File: src/rtl/unary_stream_decoder.sv
`default_nettype none
// ============================================================================
//  Module      : unary_stream_decoder
//  Description : Receive side of a temporal-unary lane interface. Counts the
//                1s on each lane over a fixed window of 2^SIZE-1 cycles,
//                flags lanes whose stream is not thermometer-shaped, forms
//                the cross-lane sum and presents the result on valid/ready.
//  Revision    : 1.0 - initial release
// ============================================================================
module unary_stream_decoder #(
    parameter int SIZE = 4,
    parameter int SETS = 2
) (
    input  logic                           clk,
    input  logic                           reset,
    input  logic                           start,
    input  logic [SETS-1:0]                in_unary,
    output logic                           busy,
    output logic                           out_valid,
    input  logic                           out_ready,
    output logic [SETS*SIZE-1:0]           out_value,
    output logic [SETS-1:0]                out_error,
    output logic [SIZE+$clog2(SETS)-1:0]   out_sum
);

    localparam int              W      = (1 << SIZE) - 1;
    localparam int              SUM_W  = SIZE + $clog2(SETS);
    localparam logic [SIZE-1:0] C_LAST = SIZE'(W - 1);

    typedef enum logic [1:0] {
        IDLE    = 2'd0,
        COLLECT = 2'd1,
        HOLD    = 2'd2
    } state_t;

    state_t                 state_q, state_d;
    logic [SIZE-1:0]        cyc_q, cyc_d;
    logic [SETS*SIZE-1:0]   cnt_q, cnt_d;
    logic [SETS-1:0]        seen_zero_q, seen_zero_d;
    logic [SETS-1:0]        err_q, err_d;
    logic                   load_out;
    logic [SUM_W-1:0]       sum_d;

    logic [SETS*SIZE-1:0]   out_value_q;
    logic [SETS-1:0]        out_error_q;
    logic [SUM_W-1:0]       out_sum_q;

    // Next-state, per-lane counting and result-capture control.
    always_comb begin
        state_d     = state_q;
        cyc_d       = cyc_q;
        cnt_d       = cnt_q;
        seen_zero_d = seen_zero_q;
        err_d       = err_q;
        load_out    = 1'b0;

        case (state_q)
            IDLE: begin
                cyc_d       = '0;
                cnt_d       = '0;
                seen_zero_d = '0;
                err_d       = '0;
                if (start) begin
                    state_d = COLLECT;
                end
            end
            COLLECT: begin
                cyc_d = cyc_q + 1'b1;
                for (int j = 0; j < SETS; j++) begin
                    if (in_unary[j]) begin
                        // Every 1 is counted, even one arriving after a 0.
                        cnt_d[j*SIZE +: SIZE] = cnt_q[j*SIZE +: SIZE] + 1'b1;
                        if (seen_zero_q[j]) begin
                            err_d[j] = 1'b1;
                        end
                    end else begin
                        seen_zero_d[j] = 1'b1;
                    end
                end
                // The final sample is folded in via the _d values captured below.
                if (cyc_q == C_LAST) begin
                    state_d  = HOLD;
                    load_out = 1'b1;
                end
            end
            HOLD: begin
                // Working state is cleared so a back-to-back window starts clean;
                // the presented result lives in the out_*_q registers.
                cyc_d       = '0;
                cnt_d       = '0;
                seen_zero_d = '0;
                err_d       = '0;
                if (out_ready) begin
                    state_d = start ? COLLECT : IDLE;
                end
            end
            default: begin
                state_d = IDLE;
            end
        endcase
    end

    // Cross-lane sum of the final (post-last-sample) lane counts.
    always_comb begin
        sum_d = '0;
        for (int j = 0; j < SETS; j++) begin
            sum_d = sum_d + SUM_W'(cnt_d[j*SIZE +: SIZE]);
        end
    end

    // State, working counters and held result registers.
    always_ff @(posedge clk) begin
        if (reset) begin
            state_q     <= IDLE;
            cyc_q       <= '0;
            cnt_q       <= '0;
            seen_zero_q <= '0;
            err_q       <= '0;
            out_value_q <= '0;
            out_error_q <= '0;
            out_sum_q   <= '0;
        end else begin
            state_q     <= state_d;
            cyc_q       <= cyc_d;
            cnt_q       <= cnt_d;
            seen_zero_q <= seen_zero_d;
            err_q       <= err_d;
            if (load_out) begin
                out_value_q <= cnt_d;
                out_error_q <= err_d;
                out_sum_q   <= sum_d;
            end
        end
    end

    assign busy      = (state_q == COLLECT);
    assign out_valid = (state_q == HOLD);
    assign out_value = out_value_q;
    assign out_error = out_error_q;
    assign out_sum   = out_sum_q;

endmodule
`default_nettype wire

File: config.mk
export PLATFORM = sky130hd
export DESIGN_NAME = unary_stream_decoder
export DESIGN_NICKNAME = d
export VERILOG_FILES = /design/src/rtl/unary_stream_decoder.sv
export SDC_FILE = /design/constraint.sdc
export NUM_CORES = 1
export LEC_CHECK = 0
export ABC_AREA = 1
export BUFFER_PORTS_ARGS = -buffer_cell sky130_fd_sc_hd__clkbuf_2
export CORE_ASPECT_RATIO = 0.5
export CORE_MARGIN = 10
export CORE_UTILIZATION = 30
export CTS_CLUSTER_DIAMETER = 60
export CTS_CLUSTER_SIZE = 12
export DETAILED_ROUTE_END_ITERATION = 8
export PLACE_DENSITY_LB_ADDON = 0.1
export SYNTH_ARGS = -nofsm -noshare
export SYNTH_HDL_FRONTEND = slang
export SYNTH_SLANG_ARGS = --single-unit
export TNS_END_PERCENT = 30
File: constraint.sdc
create_clock -name clk -period 1.9 [get_ports clk]
set_clock_uncertainty 0.1 [all_clocks]
set_input_delay 0.095 -clock clk [delete_from_list [all_inputs] [get_ports clk]]
set_output_delay 0.095 -clock clk [all_outputs]
set_load 0.02 [all_outputs]
==> impl_metrics.csv, run 1 <==
group,metric,value,unit
logic_synthesis,yosys-top-cells-area,"dfxtp_1 43%, nor2_1 7.1%, ha_1 6.5%",
worst_setup_path,startpoint,"cnt_q[1]$_SDFF_PP0_",
cts,clock_path_buffers,2,
die,coreArea,0.004932,mm²
die,rows,18,
run,maxCapViolCount,0,
worst_setup_path,path_cells,"ha_1 -> inv_1 -> o21ai_2 -> nand2_2 -> buf_12 -> fa_2 -> xor2_1 -> a21oi_1",
place,dp_slack,-0.008766,ns
global_routing,grt_max_degree,17,
drt,ant_nets,0,
cells_and_area,final_nets,260,
timing,fin_ws,0.05223,ns
cts,cts.reportedPaths.clkPinSlew,0.06,ns
logic_synthesis,synth_top_family_by_area,"simple AND/OR/NAND/NOR gates",
logic_synthesis,synth_cell_types,29,
die,fp.dieW,121.2,µm
place,placed_area,0.001842,mm²
timing,period_share,97.25,%
cells_and_area,final_common_cell,"dfxtp_1",
global_routing,antenna_found_initial,0,
logic_synthesis,syn_area,0.001535,mm²
place,hpwl,2975,µm
global_routing,grt_pass1_wl,6520,µm
logic_synthesis,synth_warnings,0,
cts,htree_levels,2,
worst_setup_path,cp_slowest_cell,"fa_2",
drt,wl_per_cell,12.44,µm
drt,drc,0,
global_routing,grt-ovfl-total,0,
cells_and_area,finalInstanceArea,0.002083,mm²
cells_and_area,n_fill_cell,504,
die,die-area,0.008552,mm²
logic_synthesis,syn_avg_cell_area,7.955,µm²
cts,cts_buffers,5,
logic_synthesis,syn_inst,193,
timing,setup_violations,0,
cts,cts_num_sinks,33,
global_routing,grt_pass1_vias,1315,
worst_setup_path,cp.required,1.96,ns
timing,finalHoldViolCount,0,
place,portBuffers,22,
pwr,p_per_area,623.0,mW/mm²
cells_and_area,final_layout_size_suffix_gt1_share,38.11,%
timing,slew_violations,0,
timing,fmax,541.2,MHz
die,start_util,31.13,%
logic_synthesis,synth-seq-cells,33,
cells_and_area,stdcell_count,314,
die,io_pins,23,
pwr,peakVddDrop,0.2984,mV
worst_setup_path,cpPeakStageDelay,0.39,ns
worst_setup_path,r2r_start,"cnt_q[1]$_SDFF_PP0_",
worst_setup_path,ff2ff_setup_slack,0.05,ns
hold_path,hold_depth,4,
drt,num_vias,1352,
timing,min_period,1.848,ns
logic_synthesis,synth-simple-area-share,23.47,%
drt,drt-pass1-iter-count,4,
cts,tritoncts,"done",
timing,maxSlewHeadroom,72.77,%
global_routing,grtUsageTotal,9.519,%
logic_synthesis,synth_adder_area_share,7.824,%
worst_setup_path,start_kind,"flop",
place,place_inst,297,
logic_synthesis,synth_nets,208,
worst_setup_path,r2r-end,"out_sum[2]$_SDFFE_PP0P_",
worst_setup_path,critPathMaxFanout,3,
logic_synthesis,synth_largest_area_cell,"dfxtp_1",
outcome,outcome,"complete, no violations",
pwr,power.leakage,0.0009477,µW
logic_synthesis,synth_compound_area_share,15.48,%
cells_and_area,diodes,0,
drt,drt_iter0_markers,50,
worst_setup_path,end_kind,"flop",
hold_path,hold_path.class,"input pin to flop",
place,place_congestion,0.7749,
logic_synthesis,ys_seq_area_share,43.03,%
cells_and_area,area_delta_synth_final,35.70,%
cts,cts_root_buffer,"clkbuf_8",
worst_setup_path,reg2reg_depth,8,
logic_synthesis,synth_xor_area_share,0.5705,%
cts,clk_latency,0.28,ns
drt,wl,3906,µm
logic_synthesis,yosys-mux-area-fraction,0,%
pwr,design_power_total,1298,µW
die,die_h,70.59,µm
worst_setup_path,path_class,"flop to flop",
timing,worstMarginPinSlew,0.4080,ns
drt,viasPerCell,4.306,
logic_synthesis,synth_top_cell_area_share,43.03,%
cells_and_area,final_cell_mix,"28 x dfxtp_1, 27 x nor2_1, 26 x buf_4",
worst_setup_path,arrival,1.91,ns
worst_setup_path,endpoint,"out_sum[2]$_SDFFE_PP0P_",
timing,rsz0062_at_grt,"yes",
-- Yosys cell counts --
| cell | n |
|---|---|
| o21ai_1 | 17 |
| a21oi_2 | 3 |
| nand3_2 | 3 |
| xor2_1 | 1 |
| a211oi_1 | 2 |
| o21ai_0 | 1 |
| nand2_1 | 19 |
| or2_1 | 2 |
| nand2_4 | 2 |
| and3_2 | 1 |
| dfxtp_1 | 33 |
| ha_1 | 8 |
| inv_4 | 1 |
| nor2_1 | 29 |
| nand4_1 | 1 |
| buf_6 | 2 |
| a21oi_1 | 14 |
| buf_2 | 2 |
| o21bai_1 | 4 |
| clkbuf_1 | 2 |
| inv_2 | 4 |
| nor2_4 | 2 |
| fa_1 | 1 |
| a31oi_1 | 1 |
| nand3_1 | 9 |
| nor3_1 | 3 |
| nor2_2 | 1 |
| nand2_2 | 2 |
| inv_1 | 23 |
-- registers in the layout, indices dropped and copies added, names as in the netlist --
register	flops
state_q	2
cnt_q	8
out_value	8
err_q	2
out_sum	5
out_error	2
seen_zero_q	2
cyc_q	4
-- power breakdown --
| group | internal (µW) | switching [µW] | total, µW |
|---|---|---|---|
| clock | 241 | 245 | 486 |
| combinational | 44.7 | 59.1 | 104 |
| sequential | 700 | 8.70 | 709 |
-- critical path: cells and delay by family, from the launching register on --
kind            cells  cell delay [ns]
fa+ha+maj           2             0.65
xor+xnor            1             0.16
simple gates        1             0.11
buf+inv             2             0.18
flops               1             0.33
compound gates      2             0.20
-- per-layer routing --
| metal | GRT usage [%] | vias to the layer above | share of wire (%) |
|---|---|---|---|
| met5 | 0 | - | 0 |
| met2 | 13.87 | 13 | 41 |
| met3 | 3.167 | 5 | 3.8 |
| met4 | 3.942 | 0 | 1.6 |
| met1 | 12.59 | 612 | 53 |
| li1 | - | 722 | - |
-- repair_timing --
action                                 4_1_cts  5_1_grt
setup buffers                                1        9
endpoints found under the hold margin        1        0
pin swaps                                    0       12
hold buffers                                 1        0
gates resized for setup                      4       15
setup endpoints to repair                    4        4
-- per-stage QoR --
step	util (%)	hold WS [ns]	setup TNS, ns
2_1_floorplan	-	0.07347	0
3_3_place_gp	37.34	0.2539	0
3_5_place_dp	37.34	0.2597	-0.009379
4_1_cts	39.42	0.01533	-0.006737
5_1_grt	42.24	0.03885	-0.3215
6_report	42.24	0.02276	0
-- cell families after synthesis --
group,count (synthesis)
and+or+nand+nor,74
AOI/OAI and AO/OA,42
buffers and inverters,34
DFF,33
adders and majority gates,9
xor gates and xnor gates,1
-- cell type report --
class	count	area, µm²	area share (%)
clock buffer	5	68.82	3.303
clock inverter	1	5.005	0.2402
inverter	28	110.1	5.285
sequential	33	666.9	32.01
multi-input combinational	126	789.5	37.90
tap	70	87.58	4.204
timing repair buffer	51	355.3	17.06
-- how the worst min path moves through the flow --
| stage | slack [ns] | startpoint | endpoint |
|---|---|---|---|
| final | 0.02 | out_ready | state_q[1]$_SDFFE_PP0P_ |
| after global routing | 0.04 | out_ready | state_q[1]$_SDFFE_PP0P_ |
| after CTS | 0.02 | out_ready | state_q[1]$_SDFFE_PP0P_ |
| after detailed placement | 0.26 | start | state_q[0]$_SDFFE_PP0P_ |
| after global placement | 0.25 | start | state_q[0]$_SDFFE_PP0P_ |
| after floorplan | 0.07 | reset | state_q[0]$_SDFFE_PP0P_ |
Power figures use the tool's default switching activity.
==> run 2, diff against run 1 <==
- ABC_AREA: 1 -> default
==> impl_metrics.csv, run 2 <==
group,metric,value,unit
drt,num_vias,1271,
worst_setup_path,r2r_start,"state_q[1]$_SDFFE_PP0P_",
timing,rsz0062_at_grt,"yes",
drt,wl,3651,µm
worst_setup_path,end_kind,"flop",
place,hpwl,2726,µm
timing,maxSlewHeadroom,65.71,%
cts,tritoncts,"done",
logic_synthesis,synth_largest_area_cell,"dfxtp_1",
global_routing,grt-ovfl-total,0,
cells_and_area,finalInstanceArea,0.002098,mm²
timing,slew_violations,0,
cts,cts_buffers,5,
logic_synthesis,yosysMostFrequentCell,"dfxtp_1",
die,start_util,32.09,%
logic_synthesis,ys_seq_area_share,45.44,%
logic_synthesis,yosys-top-cells-area,"dfxtp_1 45%, nor2_1 8.0%, ha_1 6.9%",
pwr,power.leakage,0.0009304,µW
place,placed_area,0.001833,mm²
timing,min_period,2.102,ns
place,portBuffers,22,
timing,period_share,110.6,%
pwr,p_per_area,640.1,mW/mm²
logic_synthesis,async_flop_share,0,%
timing,fmax,475.8,MHz
die,coreArea,0.004531,mm²
logic_synthesis,syn_area,0.001454,mm²
cts,htree_levels,2,
logic_synthesis,syn_avg_cell_area,9.030,µm²
global_routing,grtUsageTotal,9.525,%
timing,fin_ws,-0.2016,ns
die,fp.dieW,118.5,µm
worst_setup_path,critPathMaxFanout,5,
drt,viasPerCell,4.413,
pwr,peakVddDrop,0.2331,mV
drt,ant_nets,0,
global_routing,grt_pass1_vias,1271,
worst_setup_path,cp.required,1.98,ns
run,maxCapViolCount,0,
cts,cts_num_sinks,33,
cells_and_area,n_fill_cell,455,
die,io_pins,23,
die,die_h,69.23,µm
drt,drt_iter0_markers,48,
pwr,p_comb_share,8.8,%
die,die-area,0.008200,mm²
worst_setup_path,path_cells,"nor2b_4 -> mux2i_1 -> nand2b_4 -> inv_2 -> ha_4 -> a21o_1 -> a21oi_2 -> and4_1 -> a311o_1",
worst_setup_path,endpoint,"out_sum[3]$_SDFFE_PP0P_",
worst_setup_path,cpPeakStageDelay,0.37,ns
pwr,swShare,24.71,%
timing,finalHoldViolCount,0,
cells_and_area,area_delta_synth_final,44.32,%
die,rows,17,
drt,drc,0,
worst_setup_path,start_kind,"flop",
timing,setup_violations,4,
logic_synthesis,syn_inst,161,
logic_synthesis,synth-seq-cells,33,
logic_synthesis,ys.flop_type,"dfxtp_1",
cts,clock_path_buffers,2,
pwr,p_int,1011,µW
worst_setup_path,path_class,"flop to flop",
global_routing,grt_max_degree,16,
outcome,violations,"negative setup slack",
cells_and_area,diodes,0,
worst_setup_path,ff2ff_setup_slack,-0.20,ns
worst_setup_path,r2r-end,"out_sum[3]$_SDFFE_PP0P_",
cells_and_area,final_nets,236,
cts,cts_root_buffer,"clkbuf_8",
logic_synthesis,synth_warnings,0,
logic_synthesis,synth-edff-count,0,
logic_synthesis,synth_top_cell_area_share,45.44,%
pwr,clkPwrFrac,38.8,%
outcome,outcome,"complete, but fails checks",
cts,clk_latency,0.29,ns
timing,worstMarginPinSlew,0.5132,ns
pwr,seqPwrFrac,52.4,%
global_routing,grt_pass1_wl,6334,µm
cells_and_area,final_cell_mix,"33 x buf_4, 31 x nor2_1, 30 x dfxtp_1",
worst_setup_path,startpoint,"state_q[1]$_SDFFE_PP0P_",
logic_synthesis,synth_nets,176,
worst_setup_path,reg2reg_depth,9,
place,place_congestion,0.8050,
place,dp_slack,-0.2763,ns
global_routing,antenna_found_initial,0,
hold_path,hold_path.class,"input pin to flop",
drt,wl_per_cell,12.68,µm
worst_setup_path,arrival,2.18,ns
logic_synthesis,synth_common_cells,"33 x dfxtp_1, 31 x nor2_1, 11 x nand2_1",
logic_synthesis,synth_cell_types,35,
cells_and_area,final_common_cell,"buf_4",
pwr,p_sw,331.9,µW
drt,drt-pass1-iter-count,4,
worst_setup_path,cp_slowest_cell,"dfxtp_4",
cts,cts.reportedPaths.clkPinSlew,0.07,ns
cells_and_area,final_layout_size_suffix_gt1_share,40.99,%
## run 2: cell count changes in the layout (fill, tap and decap cells not counted), moves of 4 or more
cell,delta
nor2_1,+4
buf_4,+7
inv_1,-14
o21bai_1,-4
nand3_2,-4
a21oi_1,-5
nand2_1,-8
nand3_1,-4
o21ai_1,-14
## run 2: cells by family after synthesis
logic type	share of synthesized area [%]
AOI/OAI and AO/OA	10.67
xor gates and xnor gates	6.024
adders and majority gates	8.262
buffers and inverters	4.991
DFF	45.44
muxes	1.377
and+or+nand+nor	23.24
## run 2: through the flow
stage / cells / hold slack (ns) / util [%] / power [µW] / setup TNS (ns)
2_1_floorplan: 161 / 0.06776 / - / 769.3 / -0.2469
3_3_place_gp: 270 / 0.2571 / 40.46 / 817.4 / -0.4151
3_5_place_dp: 270 / 0.2748 / 40.46 / 817.2 / -0.5361
4_1_cts: 288 / 0.03436 / 45.65 / 1350 / -0.5880
5_1_grt: 288 / 0.08034 / 46.31 / 1405 / -0.9086
6_report: 288 / 0.02761 / 46.31 / 1343 / -0.4534
## run 2: power by group through the flow
stage / logic, µW / clock network [µW] / registers (µW)
floorplan: 50.8 / 0 / 718
global route: 131 / 570 / 704
global placement: 97.9 / 0 / 720
detailed placement: 97.5 / 0 / 720
CTS: 116 / 531 / 703
finish: 118 / 521 / 703
## run 2: timing repair
item	CTS	global route
buffers inserted	8	1
hold endpoints to repair	2	0
gates resized for setup	12	8
pin swaps	5	13
gates cloned	0	0
hold buffers	2	0
setup endpoints to repair	4	4
## run 2: how the worst min path moves through the flow
stage | slack (ns) | cells after the start | from | endpoint
after floorplan | 0.07 | 1 | reset | out_error[0]$_SDFFE_PP0P_
after global placement | 0.26 | 3 | start | state_q[0]$_SDFFE_PP0P_
after detailed placement | 0.27 | 3 | start | state_q[0]$_SDFFE_PP0P_
after CTS | 0.03 | 4 | in_unary[1] | seen_zero_q[1]$_SDFFE_PP0P_
after global routing | 0.08 | 4 | in_unary[1] | seen_zero_q[1]$_SDFFE_PP0P_
final | 0.03 | 4 | in_unary[1] | seen_zero_q[1]$_SDFFE_PP0P_
## run 2: final cells by class
class / count / area, µm² / area share [%]
Clock inverter: 2 / 10.01 / 0.4770
Tap cell: 66 / 82.58 / 3.936
Inverter: 9 / 33.78 / 1.610
Clock buffer: 6 / 72.57 / 3.459
Multi-Input combinational cell: 113 / 832.0 / 39.65
Sequential cell: 33 / 666.9 / 31.78
Timing Repair Buffer: 59 / 400.4 / 19.08
## run 2: critical path: cells and delay by family, from the launching register on
kind,cells,cell delay [ns]
buffers and inverters,1,0.04
muxes,1,0.26
and+or+nand+nor,3,0.49
DFF,1,0.37
adders and majority gates,1,0.25
AOI/OAI and AO/OA,3,0.49
## run 2: layer usage
metal | track usage (%) | share of wire [%]
met1 | 12.55 | 52
met2 | 13.19 | 41
met3 | 3.806 | 5.0
met4 | 4.261 | 1.7
met5 | 0 | 0
